`src/rtl/mult_control_if.sv`:
```
// Strobe/handshake bundle between the multiplier control FSM and the CPU/ACC datapath.
// Latency: none (wires only).
// Backpressure: none; St is a level request held until Done is observed.
interface mult_control_if #(
    parameter int CW = 6
);
    logic          St;
    logic          M;
    logic          Load;
    logic          Ad;
    logic          Sh;
    logic          Done;
    logic          Busy;
    logic [CW-1:0] Count;

    // Controller side: takes the request and multiplier LSB, drives the ACC strobes.
    modport master (
        input  St,
        input  M,
        output Load,
        output Ad,
        output Sh,
        output Done,
        output Busy,
        output Count
    );

    // Datapath side: raises the request, supplies the LSB, and follows the strobes.
    modport slave (
        output St,
        output M,
        input  Load,
        input  Ad,
        input  Sh,
        input  Done,
        input  Busy,
        input  Count
    );
endinterface

```
`src/rtl/mult_control.sv`:
```
// Shift-add multiplier control: sequences Load, then Ad/Sh per multiplier bit, then Done.
// Latency: N+1+popcount(multiplier) edges from the St-sampling edge to the first Done cycle.
// Backpressure: Done is held until St drops; St changes while Busy are ignored.
module mult_control #(
    parameter int N  = 32,
    parameter int CW = 6      // 2**CW must exceed N so Count can reach N without wrapping
) (
    input  logic            Clk,
    input  logic            reset,
    mult_control_if.master  bus
);

    typedef enum logic [1:0] {
        IDLE,
        CHECK,
        SHIFT,
        DONE
    } state_t;

    localparam logic [CW-1:0] LAST_STEP = CW'(N - 1);

    state_t        state_q;
    state_t        state_d;
    logic [CW-1:0] cnt_q;
    logic [CW-1:0] cnt_d;

    logic load_c;
    logic ad_c;
    logic sh_c;
    logic done_c;
    logic busy_c;

    // State and shift counter; reset drops straight back to IDLE with a cleared count.
    always_ff @(posedge Clk or negedge reset) begin
        if (!reset) begin
            state_q <= IDLE;
            cnt_q   <= '0;
        end else begin
            state_q <= state_d;
            cnt_q   <= cnt_d;
        end
    end

    // Next-state and strobe decode from the current state, M and St.
    always_comb begin
        state_d = state_q;
        cnt_d   = cnt_q;
        load_c  = 1'b0;
        ad_c    = 1'b0;
        sh_c    = 1'b0;
        done_c  = 1'b0;
        busy_c  = 1'b0;
        case (state_q)
            IDLE: begin
                load_c = bus.St;
                if (bus.St) begin
                    state_d = CHECK;
                    cnt_d   = '0;
                end
            end
            CHECK: begin
                busy_c = 1'b1;
                if (bus.M) begin
                    // Add this cycle, the matching shift follows in SHIFT.
                    ad_c    = 1'b1;
                    state_d = SHIFT;
                end else begin
                    // Zero bit: skip the add and shift immediately.
                    sh_c    = 1'b1;
                    cnt_d   = cnt_q + 1'b1;
                    state_d = (cnt_q == LAST_STEP) ? DONE : CHECK;
                end
            end
            SHIFT: begin
                busy_c  = 1'b1;
                sh_c    = 1'b1;
                cnt_d   = cnt_q + 1'b1;
                state_d = (cnt_q == LAST_STEP) ? DONE : CHECK;
            end
            DONE: begin
                done_c = 1'b1;
                if (!bus.St) begin
                    state_d = IDLE;
                end
            end
            default: begin
                state_d = IDLE;
            end
        endcase
    end

    // Strobes are forced low while reset is asserted, even though Load follows St in IDLE.
    assign bus.Load  = load_c & reset;
    assign bus.Ad    = ad_c   & reset;
    assign bus.Sh    = sh_c   & reset;
    assign bus.Done  = done_c & reset;
    assign bus.Busy  = busy_c & reset;
    assign bus.Count = cnt_q;

endmodule

```
`src/flat_wrapper.sv`:
```
// flat-port wrapper written by rule: the top's interface ports become plain ports
module mult_control_flat 
#(
    parameter int N  = 32,
    parameter int CW = 6                                                                  
)
  (Clk, reset, bus_St, bus_M, bus_Load, bus_Ad, bus_Sh, bus_Done, bus_Busy, bus_Count);
  mult_control_if #(.CW(CW)) bus_i ();
  input  logic Clk;
  input  logic reset;
  input wire logic [$bits(bus_i.St)-1:0] bus_St;
  input wire logic [$bits(bus_i.M)-1:0] bus_M;
  output wire logic [$bits(bus_i.Load)-1:0] bus_Load;
  output wire logic [$bits(bus_i.Ad)-1:0] bus_Ad;
  output wire logic [$bits(bus_i.Sh)-1:0] bus_Sh;
  output wire logic [$bits(bus_i.Done)-1:0] bus_Done;
  output wire logic [$bits(bus_i.Busy)-1:0] bus_Busy;
  output wire logic [$bits(bus_i.Count)-1:0] bus_Count;
  assign bus_i.St = bus_St;
  assign bus_i.M = bus_M;
  assign bus_Load = bus_i.Load;
  assign bus_Ad = bus_i.Ad;
  assign bus_Sh = bus_i.Sh;
  assign bus_Done = bus_i.Done;
  assign bus_Busy = bus_i.Busy;
  assign bus_Count = bus_i.Count;
  mult_control #(.N(N), .CW(CW)) u_core (.Clk(Clk), .reset(reset), .bus(bus_i));
endmodule
```
`config.mk`:
```
export PLATFORM = sky130hd
export DESIGN_NAME = mult_control_flat
export DESIGN_NICKNAME = d
export VERILOG_FILES = /design/src/rtl/mult_control_if.sv /design/src/rtl/mult_control.sv /design/src/flat_wrapper.sv
export SDC_FILE = /design/constraint.sdc
export NUM_CORES = 1
export LEC_CHECK = 0
export ABC_AREA = 1
export CAP_MARGIN = 5
export CORE_AREA = 2 2 39 41
export CTS_CLUSTER_DIAMETER = 120
export DETAILED_ROUTE_END_ITERATION = 8
export DIE_AREA = 0 0 41 43
export PLACE_DENSITY = 0.74
export SYNTH_ARGS = -nofsm -noshare
export SYNTH_HDL_FRONTEND = slang
export SYNTH_SLANG_ARGS = --single-unit
```
`constraint.sdc`:
```
create_clock -name Clk -period 2.3 [get_ports Clk]
set_input_delay 0.345 -clock Clk [delete_from_list [all_inputs] [get_ports Clk]]
set_output_delay 0.345 -clock Clk [all_outputs]
set_load 0.05 [all_outputs]
```
==> reports/qor.csv <==
metric,value,unit
critPathCaptureType,primary output,
finalClockSkew,0.00746,ns
cts_buffers,3,
drc,0,
die_w,41,µm
num_vias,545,
fillers,124,
netlist_area,626,µm²
via_per_inst,4.82,
cts_setup_buffers,0,
io_buffers,14,
syn_nets,90,
cts_tree,yes,
cts_hold_buf,0,
finalSetupTns,0,ns
postPlaceCellArea,843,µm²
fin_nets,110,
drive_gt1_share,22.7,%
cts_resized,0,
dieHeight,43,µm
final_hold_viol_count,0,
gp_congestion,0.729,
drtIter0Drc,9,
finalSetupViolCount,0,
max_freq,501,MHz
totalPowerFinal,1220,µW
rsz0062_at_grt,no,
worst-r2r-setup-slack,0.92,ns
start_util,45.2,%
routedWlPerCell,10.2,µm
cts.sinks,8,
slowest_stage,ha_1,
clock_path_buffers,2,
cap_viol_max_count,0,
timing.rr.end,u_core.bus.Count[4]$_DFFE_PN0P_,
drtAntennaViolNets,0,
die_area,1760,µm²
syn-instance-count,79,
grt_pass1_vias,484,
p_per_area,1410,nW/µm²
worst_slew_pin_slew,0.502,ns
antenna_found_initial,0,
slew_headroom,66.4,%
clk_pin_slew,0.05,ns
grt_overflow,0,
ys_ff_latch,8,
grt_max_degree,9,
grtUsageTotal,16.7,%
finalCritPeriodShare,86.7,%
yosysTopAreaCell,dfrtp_1,
syn_area_per_cell,7.92,µm²
status,completed,
clk_latency,0.25,ns
critPathKind,flip-flop to primary output,
cts_max_level,1,
rows,14,
fin_crit,1.99,ns
drt-total-wl,1.15,mm
synth_cell_types,21,
syn2layout_area_growth,38.4,%
synth_top_area_share,32.0,%
ys_warn_count,0,
cp_max_fo,5,
stdcell_area,866,µm²
antennaDiodeCount,0,
worstReg2RegStart,u_core.state_q[0]$_DFFE_PN0P_,
arrival,1.65,ns
clk_root_buffer_cell,clkbuf_4,
synth_area_leaders,"dfrtp_1, ha_1, nand2_1, inv_1, nor2_1",
ios,15,
slowest_delay,0.41,ns
total_leakage_power,0.000433,µW
start_kind,flip-flop,
r2r_cells,8,
hold_class,primary input to asynchronous set/reset pin,
dpl.hpwl,988,µm
critPathRequiredTime,1.96,ns
core_area,1380,µm²
drv_slew,0,
crit_chain,inv_1 -> ha_1 -> nand2_1 -> nor2_1 -> buf_12,
drt_pass1_iterations,4,
vdd_drop_max,0.000688,V
ys_seq_area_share,32.0,%
grt_pass1_wl,2.03,mm
## worst max-delay path, delay by kind of cell (launching register included)
family	cells	cell delay [ns]
flops	1	0.39
buf+inv	2	0.28
fa+ha+maj	1	0.41
simple gates	2	0.32
## worst max-delay path by stage
stage                                              from  endpoint  slack, ns  cells after the start
after floorplan           u_core.state_q[0]$_DFFE_PN0P_  bus_Load       0.10                      4
after global placement                           bus_St  bus_Load       0.49                      4
after detailed placement                         bus_St  bus_Load       0.46                      4
after CTS                 u_core.state_q[0]$_DFFE_PN0P_    bus_Sh       0.28                      5
after global routing      u_core.state_q[1]$_DFFE_PN0P_    bus_Sh       0.20                      5
final                     u_core.state_q[0]$_DFFE_PN0P_    bus_Sh       0.31                      5
## registers in the layout, indices dropped and copies added (netlist names)
| register | count |
|---|---|
| u_core.bus.Count | 6 |
| u_core.state_q | 2 |
## logic make-up (layout without fill, tap and decap cells)
| group | Yosys count | after routing | share of synthesized area, % |
|---|---|---|---|
| AND/OR/NAND/NOR | 40 | 40 | 35.2 |
| adder cells (fa/ha/maj) | 7 | 7 | 14.0 |
| flip-flops | 8 | 8 | 32.0 |
| buffers and inverters | 13 | 31 | 7.80 |
| AO/OA/AOI/OAI | 11 | 11 | 11.0 |
## cells in the mapped netlist
cell type / count
a21oi_1: 4
a21oi_2: 2
dfrtp_1: 8
ha_1: 7
inv_1: 13
nand2_1: 16
nand2_2: 4
nand2_4: 2
nand3_1: 4
nand3_2: 1
nand3b_1: 1
nand4_1: 1
nor2_1: 7
nor2_2: 1
nor2_4: 1
nor2_8: 1
nor3_1: 1
o21a_1: 1
o21ai_0: 1
o21ai_1: 2
o21ai_2: 1
## metal layers
layer | up-vias | part of all wire, % | global-route usage, %
li1 | 292 | - | -
met1 | 242 | 44 | 23.5
met2 | 11 | 52 | 24.4
met3 | 0 | 4.0 | 6.28
met4 | 0 | 0 | 2.67
met5 | - | 0 | 0
## metrics by stage
step	utilization, %	instances	hold WS [ns]	setup slack (ns)
2_1_floorplan	-	79	0.0494	0.104
3_3_place_gp	60.9	110	0.541	0.490
3_5_place_dp	60.9	110	0.554	0.464
4_1_cts	62.6	113	0.497	0.284
5_1_grt	62.6	113	0.509	0.203
6_report	62.6	113	0.492	0.306
## where the power goes
group	switching (µW)	internal [µW]	leakage, µW
sequential	60.2	189	0.000105
clock	44.3	59.5	0.0000138
combinational	541	327	0.000315
## layout by cell type, fill, tap and decap left out
cell type / n
dfrtp_1: 8
nand4_1: 1
nand3b_1: 1
o21a_1: 1
a21oi_2: 2
nand3_1: 4
o21ai_0: 1
nand3_2: 1
inv_1: 13
nand2_4: 2
buf_12: 5
ha_1: 7
nor2_2: 1
buf_4: 1
o21ai_2: 1
nand2_2: 4
nor2_8: 1
clkdlybuf4s50_1: 9
nor2_4: 1
nor2_1: 7
nor3_1: 1
clkbuf_4: 3
o21ai_1: 2
nand2_1: 16
a21oi_1: 4
## cell type report
cell class	count	area (µm²)	share of cell area, %
inverter	13	48.8	5.64
sequential	8	200	23.1
multi-input combinational	58	377	43.5
tap	16	20.0	2.31
clock buffer	3	22.5	2.60
timing repair buffer	15	198	22.8
No activity file was read; power rests on OpenSTA's default activity.
==> variant (config.mk and constraints unchanged) <==
Encoding of `state_t`: now Gray code (2 bits for 4 states).
--- a/src/rtl/mult_control.sv
+++ b/src/rtl/mult_control.sv
@@ -13,6 +13,6 @@
     typedef enum logic [1:0] {
-        IDLE,
-        CHECK,
-        SHIFT,
-        DONE
+        IDLE  = 2'b00,
+        CHECK = 2'b01,
+        SHIFT = 2'b11,
+        DONE  = 2'b10
     } state_t;
Check against the original RTL: same outputs for any inputs over 10 cycles, from zero or initial values and one cycle with reset low; not proved beyond that.
==> variant against the unedited design <==
Count of clock-buffer cells in the layout did not move. Sequential share of layout area rose by 5.1 points. Highest routed layer unchanged. Routed wire length down 15%. Power is 9.2% lower. Core utilization is 11 points lower. Area after synthesis shrank 25%. Setup slack better by 0.10 ns. Sequential cell count unchanged. Critical endpoint is now bus_Count[0]. Final cell count shrank 18%. Critical path type unchanged. Largest power group unchanged. Design area shrank 18%.
==> variant: results (changes against the unedited design) <==
[setup_path]
path_max_fanout = 6  ; was 5
crit_arrival_ns = 1.55  ; was 1.65 ns
critPathTopFamily = buffers and inverters  ; was adder cells
reg2reg_depth = 5  ; was 8
r2r_slack_ns = 1.09  ; was 0.92 ns
reg2reg_from = u_core.bus.Count[0]  ; was u_core.state_q[0]
slowest_stage = clkdlybuf4s50_1  ; was ha_1
cp_slowest_stage_delay_ns = 0.84  ; was 0.41 ns
r2r_end = u_core.state_q[1]  ; was u_core.bus.Count[4]

[clocking]
cts.htree.levels = 1  ; unchanged
insertion_delay_ns = 0.25  ; about the same
clk_path_buf_depth = 2  ; unchanged
cts_made_buffers = 3  ; unchanged
path_clk_slew_ns = 0.05  ; about the same
post-cts-setup-buffers = 0  ; unchanged
ctsResizeCount = 0  ; unchanged
root_buffer = clkbuf_4  ; unchanged

[layout]
antennaDiodeCount = 0  ; unchanged
drive_gt1_frac = 0.2338  ; was 0.2268
nFillCells = 122  ; was 124
largest_register_ff_count = 6  ; unchanged
nNetsFinal = 84  ; was 110

[timing]
fin_ws_ns = 0.4062  ; was 0.3059 ns
fin_skew_ns = 0.0009430  ; was 0.007461 ns
fin_setup_tns_ns = 0  ; unchanged
worst_pin_slew_ns = 0.4904  ; was 0.5023 ns

[power_and_ir_drop]
peakVddDrop_uv = 688.3  ; was 687.9 uV
power.leakage_nw = 0.3377  ; was 0.4330 nW

[global_routing]
antenna_found_initial = 0  ; unchanged
grt_use_total = 0.1387  ; was 0.1668
grt_max_degree = 10  ; was 9
grt_pass1_vias = 405  ; was 484
grt_pass1_wl_um = 1614  ; was 2028 um

[place]
pre_cts_ws_ns = 0.4900  ; was 0.4637 ns
numPortBuffers = 14  ; unchanged
gp_congestion = 0.7859  ; was 0.7291
post-dp-hpwl_um = 751.9  ; was 987.5 um

[drt]
via_count = 438  ; was 545
drt_iter0_markers = 9  ; unchanged
drt-pass1-iter-count = 2  ; was 4
wirelength_um = 974  ; was 1152 um

[logic_synthesis]
synth.net_count = 64  ; was 90
ys_warn_count = 0  ; unchanged
netlist.area_leader.share = 0.4267  ; was 0.3200
synth_area_leaders = dfrtp_1 (43%), nand2_1 (8.8%), nor2_1 (8.8%)  ; was dfrtp_1 (32%), ha_1 (14%), nand2_1 (9.6%)
synth_common_cells = nand2_1 (11), nor2_1 (11), dfrtp_1 (8)  ; was nand2_1 (16), inv_1 (13), dfrtp_1 (8)
async_flop_share = 1.000  ; unchanged
ys_seq_area_frac = 0.4267  ; was 0.3200
yosysUniqueCellTypes = 18  ; was 21

[worst_hold_path]
hold_class = input pin to asynchronous set/reset pin  ; unchanged

[status]
outcome = complete, no violations  ; unchanged

[variant: cell type report]
cell class,instances,share of cell area
Clock buffer,3,0.03175
Tap cell,16,0.02822
Sequential cell,8,0.2822
Multi-Input combinational cell,44,0.3422
Inverter,7,0.03704
Timing Repair Buffer,15,0.2787
[variant: per-layer routing]
metal,GRT usage,up-vias,share of wire
li1,-,231,-
met1,0.1518,197,0.44
met2,0.2156,10,0.52
met3,0.04712,0,0.046
met4,0.08667,0,0
met5,0,-,0
[variant: cell families (layout without fill, tap and decap cells)]
| family | count (synthesis) | after routing | synth area share |
|---|---|---|---|
| fa+ha+maj | 1 | 1 | 0.02666 |
| simple gates | 33 | 33 | 0.3440 |
| flops | 8 | 8 | 0.4267 |
| compound gates | 10 | 10 | 0.1467 |
| buf+inv | 7 | 25 | 0.05601 |
[variant: power by group]
part / internal (W) / switching, W / total [W]
registers: 0.000211 / 0.0000829 / 0.000294
logic: 0.000251 / 0.000459 / 0.000710
clock network: 0.0000595 / 0.0000449 / 0.000104
total: 0.000522 / 0.000587 / 0.00111
[variant: worst max path at each step]
stage                               to                 from  cells past startpoint
after global placement          bus_Ad                reset                      5
after floorplan               bus_Done    u_core.state_q[0]                      1
after global routing      bus_Count[0]  u_core.bus.Count[0]                      1
after detailed placement        bus_Ad                reset                      5
after CTS                 bus_Count[0]  u_core.bus.Count[0]                      1
final                     bus_Count[0]  u_core.bus.Count[0]                      1
[variant: through the flow]
stage / cells / hold WS (ns) / cell area, um^2 / utilization / power [W]
6_report: 93 / 0.4169 / 709.4 / 0.5127 / 0.001108
5_1_grt: 93 / 0.4241 / 709.4 / 0.5127 / 0.001187
4_1_cts: 93 / 0.4127 / 709.4 / 0.5127 / 0.001120
3_5_place_dp: 90 / 0.5227 / 686.9 / 0.4964 / 0.001008
3_3_place_gp: 90 / 0.5198 / 686.9 / 0.4964 / 0.0009999
2_1_floorplan: 59 / 0.04941 / 469.2 / - / 0.0007686
